<file path="config.mk">
export PLATFORM = sky130hd
export DESIGN_NAME = ppa_sub_pipe
export DESIGN_NICKNAME = d
export VERILOG_FILES = /design/src/rtl/ppa_sub_pipe.sv
export SDC_FILE = /design/constraint.sdc
export NUM_CORES = 1
export LEC_CHECK = 0
export BUFFER_PORTS_ARGS = -buffer_cell sky130_fd_sc_hd__buf_2
export CAP_MARGIN = 20
export CORE_AREA = 2 2 42 44
export CTS_BUF_LIST = sky130_fd_sc_hd__clkbuf_8
export DETAILED_ROUTE_END_ITERATION = 8
export DIE_AREA = 0 0 44 46
export GPL_TIMING_DRIVEN = 0
export PLACE_DENSITY = 0.83
export SLEW_MARGIN = 15
export SYNTH_ARGS = -nofsm -noshare
export SYNTH_HDL_FRONTEND = slang
export SYNTH_SLANG_ARGS = --single-unit
</file>
<file path="constraint.sdc">
create_clock -name clk -period 5.9 [get_ports clk]
set_input_delay 0.295 -clock clk [delete_from_list [all_inputs] [get_ports clk]]
set_output_delay 0.295 -clock clk [all_outputs]
set_load 0.005 [all_outputs]
</file>
<file path="src/rtl/ppa_sub_pipe.sv">
// Two-stage streaming subtractor: diff = a - b - bin, computed as a + ~b + ~bin
// with a Sklansky parallel-prefix carry tree between the operand and result registers.
module ppa_sub_pipe #(
  parameter int WIDTH = 4
) (
  input  logic             clk,
  input  logic             rst,
  input  logic             in_valid,
  output logic             in_ready,
  input  logic [WIDTH-1:0] a,
  input  logic [WIDTH-1:0] b,
  input  logic             bin,
  output logic             out_valid,
  input  logic             out_ready,
  output logic [WIDTH-1:0] diff,
  output logic             bout,
  output logic             ovf,
  output logic             zero
);

  localparam int LEVELS = $clog2(WIDTH);

  logic             vld_p1;
  logic [WIDTH-1:0] p_p1;
  logic [WIDTH-1:0] g_p1;
  logic             cin_p1;
  logic             a_msb_p1;
  logic             b_msb_p1;
  logic             vld_p2;
  logic             adv2;

  logic [WIDTH-1:0] gt;
  logic [WIDTH-1:0] pt;
  logic [WIDTH-1:0] gn;
  logic [WIDTH-1:0] pn;
  logic [WIDTH:0]   carry;
  logic [WIDTH-1:0] sum;

  // Output stage can take new data when empty or being drained; S1 may load whenever
  // it is empty or its contents move to S2 on the same edge.
  assign adv2      = ~vld_p2 | out_ready;
  assign in_ready  = ~vld_p1 | adv2;
  assign out_valid = vld_p2;

  // Stage 1: per-bit propagate/generate of a + ~b, carry-in ~bin
  always_ff @(posedge clk) begin
    if (rst) begin
      vld_p1   <= 1'b0;
      p_p1     <= '0;
      g_p1     <= '0;
      cin_p1   <= 1'b0;
      a_msb_p1 <= 1'b0;
      b_msb_p1 <= 1'b0;
    end else if (in_ready) begin
      vld_p1 <= in_valid;
      if (in_valid) begin
        p_p1     <= a ^ ~b;
        g_p1     <= a & ~b;
        cin_p1   <= ~bin;
        a_msb_p1 <= a[WIDTH-1];
        b_msb_p1 <= b[WIDTH-1];
      end
    end
  end

  // Carry-in is folded into bit 0 so every prefix G[i:0] is directly carry c_{i+1}.
  // At level lvl, each bit with index bit lvl set merges with the top of the lower half-block.
  always_comb begin
    gt    = g_p1;
    pt    = p_p1;
    gt[0] = g_p1[0] | (p_p1[0] & cin_p1);
    gn    = gt;
    pn    = pt;
    for (int lvl = 0; lvl < LEVELS; lvl++) begin
      gn = gt;
      pn = pt;
      for (int i = 0; i < WIDTH; i++) begin
        if (((i >> lvl) & 1) == 1) begin
          gn[i] = gt[i] | (pt[i] & gt[((i >> lvl) << lvl) - 1]);
          pn[i] = pt[i] & pt[((i >> lvl) << lvl) - 1];
        end
      end
      gt = gn;
      pt = pn;
    end
    carry = {gt, cin_p1};
    sum   = p_p1 ^ carry[WIDTH-1:0];
  end

  // Stage 2: registered result and flags, held while the consumer stalls
  always_ff @(posedge clk) begin
    if (rst) begin
      vld_p2 <= 1'b0;
      diff   <= '0;
      bout   <= 1'b0;
      ovf    <= 1'b0;
      zero   <= 1'b0;
    end else if (adv2) begin
      vld_p2 <= vld_p1;
      if (vld_p1) begin
        diff <= sum;
        bout <= ~carry[WIDTH];
        ovf  <= (a_msb_p1 != b_msb_p1) && (sum[WIDTH-1] != a_msb_p1);
        zero <= (sum == '0);
      end
    end
  end

endmodule

</file>
### Word-level counts from Yosys, hierarchy flattened

Index checks and enable logic that the tools add are counted.

* bits in registers: 20
* output and inout bits: 9

* eq/ne operators: 2
* bitwise operators: 21
* reduce and logical (&&, ||, !) cells: 4

Operators with widths (count)
* XOR 4 bit: 2
* bitwise OR 1 bit: 7
* bitwise AND 1 bit: 6
* bitwise AND 4 bit: 1
* logical NOT 4 bit: 1
* inverter 1 bit: 4
* inverter 4 bit: 1
* AND reduction 2 bit: 2
* inequality test 1 bit: 2
* logical AND 1 bit: 1

### Longest topological paths before layout

Gate-level depths: netlist (run 1).

* depth in word-level cells: 9
* mapped depth: 9

### Least setup slack after synthesis (run 1)

Ideal clock, no wire load.

* kind: reg2reg
* start point: reg p_p1[0]
* end point: reg ovf
* data arrival time: 2.110 ns
* data required time: 5.809 ns
* slack: 3.699 ns
* cell stages (with the launch flop): 10
* path buffers: 0
* cells stage by stage: dfxtp_1 ha_1 or2_2 ha_1 or2_2 ha_1 nor2_2 xnor2_1 or3b_1 a311oi_1

* longest elaborated chain between the ends: 9

Ends and longest elaborated chain
* start, declared: RTL line 24 `logic [WIDTH-1:0] p_p1;`
* start signal, assigned: RTL line 57 `p_p1 <= a ^ ~b;`
* bitwise AND 1 bit: RTL line 71 `gt[0] = g_p1[0] | (p_p1[0] & cin_p1);`
* bitwise OR 1 bit: RTL line 71
* bitwise AND 1 bit: RTL line 79 `gn[i] = gt[i] | (pt[i] & gt[((i >> lvl) << lvl) - 1]);`
* bitwise OR 1 bit: RTL line 79
* bitwise AND 1 bit: RTL line 79
* bitwise OR 1 bit: RTL line 79
* XOR 4 bit: RTL line 87 `sum = p_p1 ^ carry[WIDTH-1:0];`
* inequality test 1 bit: RTL line 103 `ovf <= (a_msb_p1 != b_msb_p1) && (sum[WIDTH-1] != a_msb_p1);`
* logical AND 1 bit: RTL line 103
* end signal, assigned: RTL line 103
* end, declared: RTL line 17 `output logic ovf,`

Every way passes these cells.
A chain may end at the register's enable or synchronous reset.

### Final worst setup path (run 1)

Ends and elaborated chain as after synthesis.

==> results.md, run 1 <==
- CTS Hold Buffers Added: 0
- Layout overhead on the synthesized area: 18.8%
- CP peak stage delay: 350 ps
- Diodes inserted: 0
- R2R depth: 9
- Layout Skew: 2.31 ps
- Net Count, Synth: 127
- Final RePlAce weighted congestion: 0.719
- Num CTS Buffers: 3
- LEAKAGE: 0.473 nW
- Area of the multi-input gates: 417 um^2
- Final net count: 152
- Hold wc startpoint: bin
- CP top delay family: simple AND/OR/NAND/NOR gates
- CP Launch Type: flop
- Post-CTS Resized: 0
- Drt pass-1 iters: 5
- FF+latch area: 400 um^2
- Most common cell after layout, fill and taps aside: nand2_1
- Initial Util: 0.535
- Final setup violating endpoints: 0
- Critical path, cell by cell: ha_1, or2_2, ha_1, or2_2, ha_1, nor2_2, xnor2_1, or3b_1, a311oi_1
- WS Path Type: flop to flop
- Clock buffer depth: 2
- Worst-margin pin slew: 431 ps
- Yosys reg bits: 20
- Yosys cell types: 19
- Clock Latency Late Sink: 250 ps
- Via count: 767
- Hold depth: 2
- PD cells: 260 mW/mm^2
- Drt via density: 5.22
- Top routing layer in use: met4
- Routed Antenna Nets: 0
- Met3 wire length: 67 um
- Reg-to-reg endpoint: ovf
- Bufs and invs on worst path: 0
- Hold Path Sink: cin_p1
- Number of placement rows: 15
- CP max stage cell: or3b_1
- Crit path required time: 6060 ps
- Critical path arrival: 2510 ps
- Layout filler cell count: 156
- Share of post-route cells with drive strength above 1: 0.208
- Syn avg cell area: 8.07 um^2
- FMAX: 0.426 GHz
- DRT Wirelength: 1670 um
- Clock tree sinks: 20
- CTS tree: done
- Pin count of the biggest net entering global routing: 11
- Peak VDD IR: 0.149 mV
- Crit Path Max Fanout: 4
- Synthesized instance count: 107
- Max cap viols: 0
- Yosys warns: 0
- Routed WL per cell: 11.4 um
- Final WS setup: 3550 ps
- WL met1: 692 um
- Rel. slew slack: 0.713
- Design area: 0.00103 mm^2
- RSZ-0062 raised after global routing: no
- Run status: completed
- Final setup TNS: 0 ps
- Setup Buffers After CTS: 0
- Pwr Total: 0.000267 W
- Die Ht: 46 um
- Die area: 0.00202 mm^2
- Tot GR Track Use: 0.185
- # H-tree levels: 1
- Final Max Slew Viols: 0
- Most frequent cells in the layout: 32 x nand2_1, 21 x buf_2, 20 x dfxtp_1
- First-pass GRT wire length: 2650 um
- IO buf count: 20
- Initial antenna violation count: 0
- Min cycle time layout: 2350 ps
- WL met2: 858 um
- Pre-CTS setup slack: 3580 ps
- Drt initial violations: 7
- Core ar.: 0.00161 mm^2
- Post-Syn Area: 863 um^2
- Dpl cell area: 985 um^2
- R2R Setup Slk: 3550 ps
- Clock transition at path regs: 70 ps
- R2R Path Start: p_p1[0]
- Vias in the first global route: 667
- Hold Violations, Final: 0
- Gr ovfl total: 0
- Residual DRC: 0
- Hpwl dp: 1240 um
- CTS root buffer: clkbuf_8
- CP dominant cell by count: ha_1
- Horiz. Die Dim: 44 um
- IO Pins: 22
- Final worst-path cycle share: 0.398
- Sequential fraction of the synthesis area: 0.464
- Worst hold path class: input port to flop
- Worst setup EP type: flop
[sequential cells by signal, indices dropped and copies added (netlist names)]
name / cells
ovf: 1
b_msb_p1: 1
p_p1: 4
vld_p1: 1
zero: 1
g_p1: 4
bout: 1
cin_p1: 1
a_msb_p1: 1
out_valid: 1
diff: 4
[routing by layer]
metal / vias to the layer above / GRT usage
met5: - / 0
met4: 0 / 0.127
met3: 7 / 0.0357
met2: 24 / 0.326
met1: 342 / 0.198
li1: 394 / -
[through the flow]
stage / utilization / instances / hold slack, ps
2_1_floorplan: - / 107 / 391
4_1_cts: 0.636 / 147 / 229
3_3_place_gp: 0.610 / 144 / 437
3_5_place_dp: 0.610 / 144 / 444
5_1_grt: 0.636 / 147 / 235
6_report: 0.636 / 147 / 239
[area by class of cell]
class / instances / area share
tap: 17 / 0.0207
sequential: 20 / 0.390
timing repair buffer: 20 / 0.0976
buffer: 4 / 0.0159
multi-input combinational: 75 / 0.406
clock buffer: 3 / 0.0402
inverter: 8 / 0.0293
[worst max path at each step]
stage                        from  cells after the start  endpoint
after floorplan           p_p1[0]                      9       ovf
after global placement    p_p1[0]                      9       ovf
after detailed placement  p_p1[0]                      9       ovf
after CTS                 p_p1[0]                      9       ovf
after global routing      p_p1[0]                      9       ovf
final                     p_p1[0]                      9       ovf
[report_power, final]
group	internal, W	switching [W]
Sequential	0.000143	0.00000459
Clock	0.0000454	0.0000397
Combinational	0.0000159	0.0000189
Total	0.000204	0.0000632
[cell usage after synthesis, drive strengths merged]
cell,count,share of area
nand2,32,0.14
nand3b,3,0.026
or3b,1,0.010
buf,1,0.0058
xnor2,1,0.010
nand2b,1,0.0073
a311oi,1,0.010
nor2,3,0.016
ha,7,0.10
nor3,1,0.0058
a21oi,19,0.11
inv,8,0.035
o211ai,1,0.0087
or2,2,0.014
clkbuf,3,0.013
a211oi,1,0.0087
dfxtp,20,0.46
and2,2,0.014
[worst register-to-register path, cell delays in order (launching register included)]
cell and delay, ps:
dfxtp_1 320, ha_1 190, or2_2 270, ha_1 170
or2_2 290, ha_1 210, nor2_2 100, xnor2_1 110
or3b_1 350, a311oi_1 260
[kinds of logic after synthesis]
family / count (synthesis) / share of synthesized area
xor+xnor: 1 / 0.0101
simple gates: 45 / 0.233
compound gates: 22 / 0.138
fa+ha+maj: 7 / 0.101
flops: 20 / 0.464
buf+inv: 12 / 0.0536
No activity file was read; power rests on OpenSTA's default activity.
==> run 2, diff against run 1 <==
Settings changed: CORE_AREA 2 2 42 44 to 2 2 46 48, DIE_AREA 0 0 44 46 to 0 0 48 50, PLACE_DENSITY 0.83 to 0.73.
Clock period 5.9 ns to 2.1 ns, I/O delays scaled along.
==> results.md, run 2 (synthesized netlist as in run 1, its figures left out) <==
- CP peak stage delay: 350 ps
- RSZ-0062 raised after global routing: yes
- WS Path Type: flop to flop
- Die Ht: 50 um
- Residual DRC: 0
- Final net count: 153
- Via count: 748
- WL met1: 683 um
- Met3 wire length: 54 um
- PD cells: 734 mW/mm^2
- Initial antenna violation count: 0
- Pin count of the biggest net entering global routing: 12
- Comb pwr share: 0.132
- Final WS setup: 22.1 ps
- CTS root buffer: clkbuf_8
- Pint: 0.000621 W
- Vias in the first global route: 725
- Sw Share: 0.235
- CTS Hold Buffers Added: 0
- WL met2: 807 um
- Rel. slew slack: 0.717
- Dpl cell area: 0.00104 mm^2
- Tot GR Track Use: 0.167
- Peak VDD IR: 0.423 mV
- Seq pwr share: 0.511
- Most frequent cells in the layout: 32 x nand2_1, 21 x buf_2, 19 x a21oi_1, 19 x dfxtp_1, 8 x inv_1
- Routed WL per cell: 9.91 um
- Crit path required time: 2280 ps
- Horiz. Die Dim: 48 um
- Clk pwr share: 0.357
- Die area: 0.00240 mm^2
- CP max stage cell: or3b_1
- Clock buffer depth: 2
- Layout overhead on the synthesized area: 28.1%
- Design area: 0.00111 mm^2
- Worst-margin pin slew: 425 ps
- Final setup violating endpoints: 0
- Gr ovfl total: 0
- CTS tree: done
- Run status: completed
- Clock transition at path regs: 70 ps
- Final Max Slew Viols: 0
- Final RePlAce weighted congestion: 0.764
- # H-tree levels: 1
- First-pass GRT wire length: 2860 um
- Initial Util: 0.454
- Switching pwr: 0.000191 W
- Min cycle time layout: 2080 ps
- Core ar.: 0.00190 mm^2
- Worst hold path class: input port to flop
- Worst setup EP type: flop
- Number of placement rows: 16
- Num CTS Buffers: 3
- Top routing layer in use: met4
- Biggest regs: diff (4), g_p1 (4), p_p1 (4)
- LEAKAGE: 0.487 nW
- Routed Antenna Nets: 0
- Share of post-route cells with drive strength above 1: 0.258
- Critical path arrival: 2250 ps
- Clock Latency Late Sink: 260 ps
- Critical path, cell by cell: ha_2, or2_4, ha_4, or2_4, ha_4, nor2_4, xnor2_2, or3b_1, a311oi_1
- DRT Wirelength: 1580 um
- Final worst-path cycle share: 0.989
- Most common cell after layout, fill and taps aside: nand2_1
- Layout Skew: 5.90 ps
- Clock tree sinks: 20
- Max cap viols: 0
- Hold Violations, Final: 0
- CP Launch Type: flop
- Drt pass-1 iters: 4
- Drt via density: 4.70
- Drt initial violations: 5
- IO Pins: 22
- Diodes inserted: 0
- Pre-CTS setup slack: -86.9 ps
- IO buf count: 20
- Hpwl dp: 1270 um
- Crit Path Max Fanout: 2
- FMAX: 0.481 GHz
==> run 2: final cells by class <==
type	instances	area, um^2
buffer	4	16.3
clock buffer	4	55.1
fill	181	796
inverter	8	30.0
multi-input combinational	75	462
sequential	20	402
tap	27	33.8
timing repair buffer	21	108
==> run 2: power by group through the flow <==
stage	combinational (W)	sequential, W	clock, W
3_3_place_gp	0.000102	0.000423	0
4_1_cts	0.000109	0.000415	0.000300
2_1_floorplan	0.0000691	0.000423	0
6_report	0.000107	0.000415	0.000290
3_5_place_dp	0.000105	0.000424	0
5_1_grt	0.000125	0.000419	0.000317
==> run 2: worst paths after layout <==
| kind | to | cells past startpoint | slack, ps | startpoint |
|---|---|---|---|---|
| hold / removal | cin_p1 | 2 | 40 | bin |
| setup reg to reg | ovf | 9 | 20 | p_p1[0] |
| hold reg to reg | zero | 2 | 450 | zero |
| setup / recovery | ovf | 9 | 20 | p_p1[0] |
==> run 2: worst max-delay path: cells and delay by family, from the launching register on <==
| family | cells | cell delay [ps] |
|---|---|---|
| AO/OA/AOI/OAI | 1 | 230 |
| XOR/XNOR | 1 | 70 |
| adder cells (fa/ha/maj) | 3 | 480 |
| flip-flops | 1 | 320 |
| AND/OR/NAND/NOR | 4 | 900 |
==> run 2: through the flow <==
step | cells | setup TNS [ps] | total power (W) | util | hold WS, ps
finish | 159 | 0 | 0.000812 | 0.582 | 35.7
global route | 159 | -103 | 0.000861 | 0.582 | 26.6
CTS | 159 | 0 | 0.000824 | 0.582 | 30.4
global placement | 154 | -62.6 | 0.000525 | 0.548 | 284
detailed placement | 154 | -86.9 | 0.000529 | 0.548 | 306
floorplan | 107 | -18.6 | 0.000492 | - | 201
==> run 2: timing repair <==
action | in CTS | in global routing
endpoints found under the setup margin | 1 | 1
gates resized for setup | 1 | 0
buffers inserted | 1 | 0
pin swaps | 6 | 1
==> run 2: per-layer routing <==
metal  vias to the layer above  track usage
li1                        396            -
met1                       333        0.192
met5                         -            0
met4                         0       0.0676
met2                        16        0.280
met3                         3       0.0440
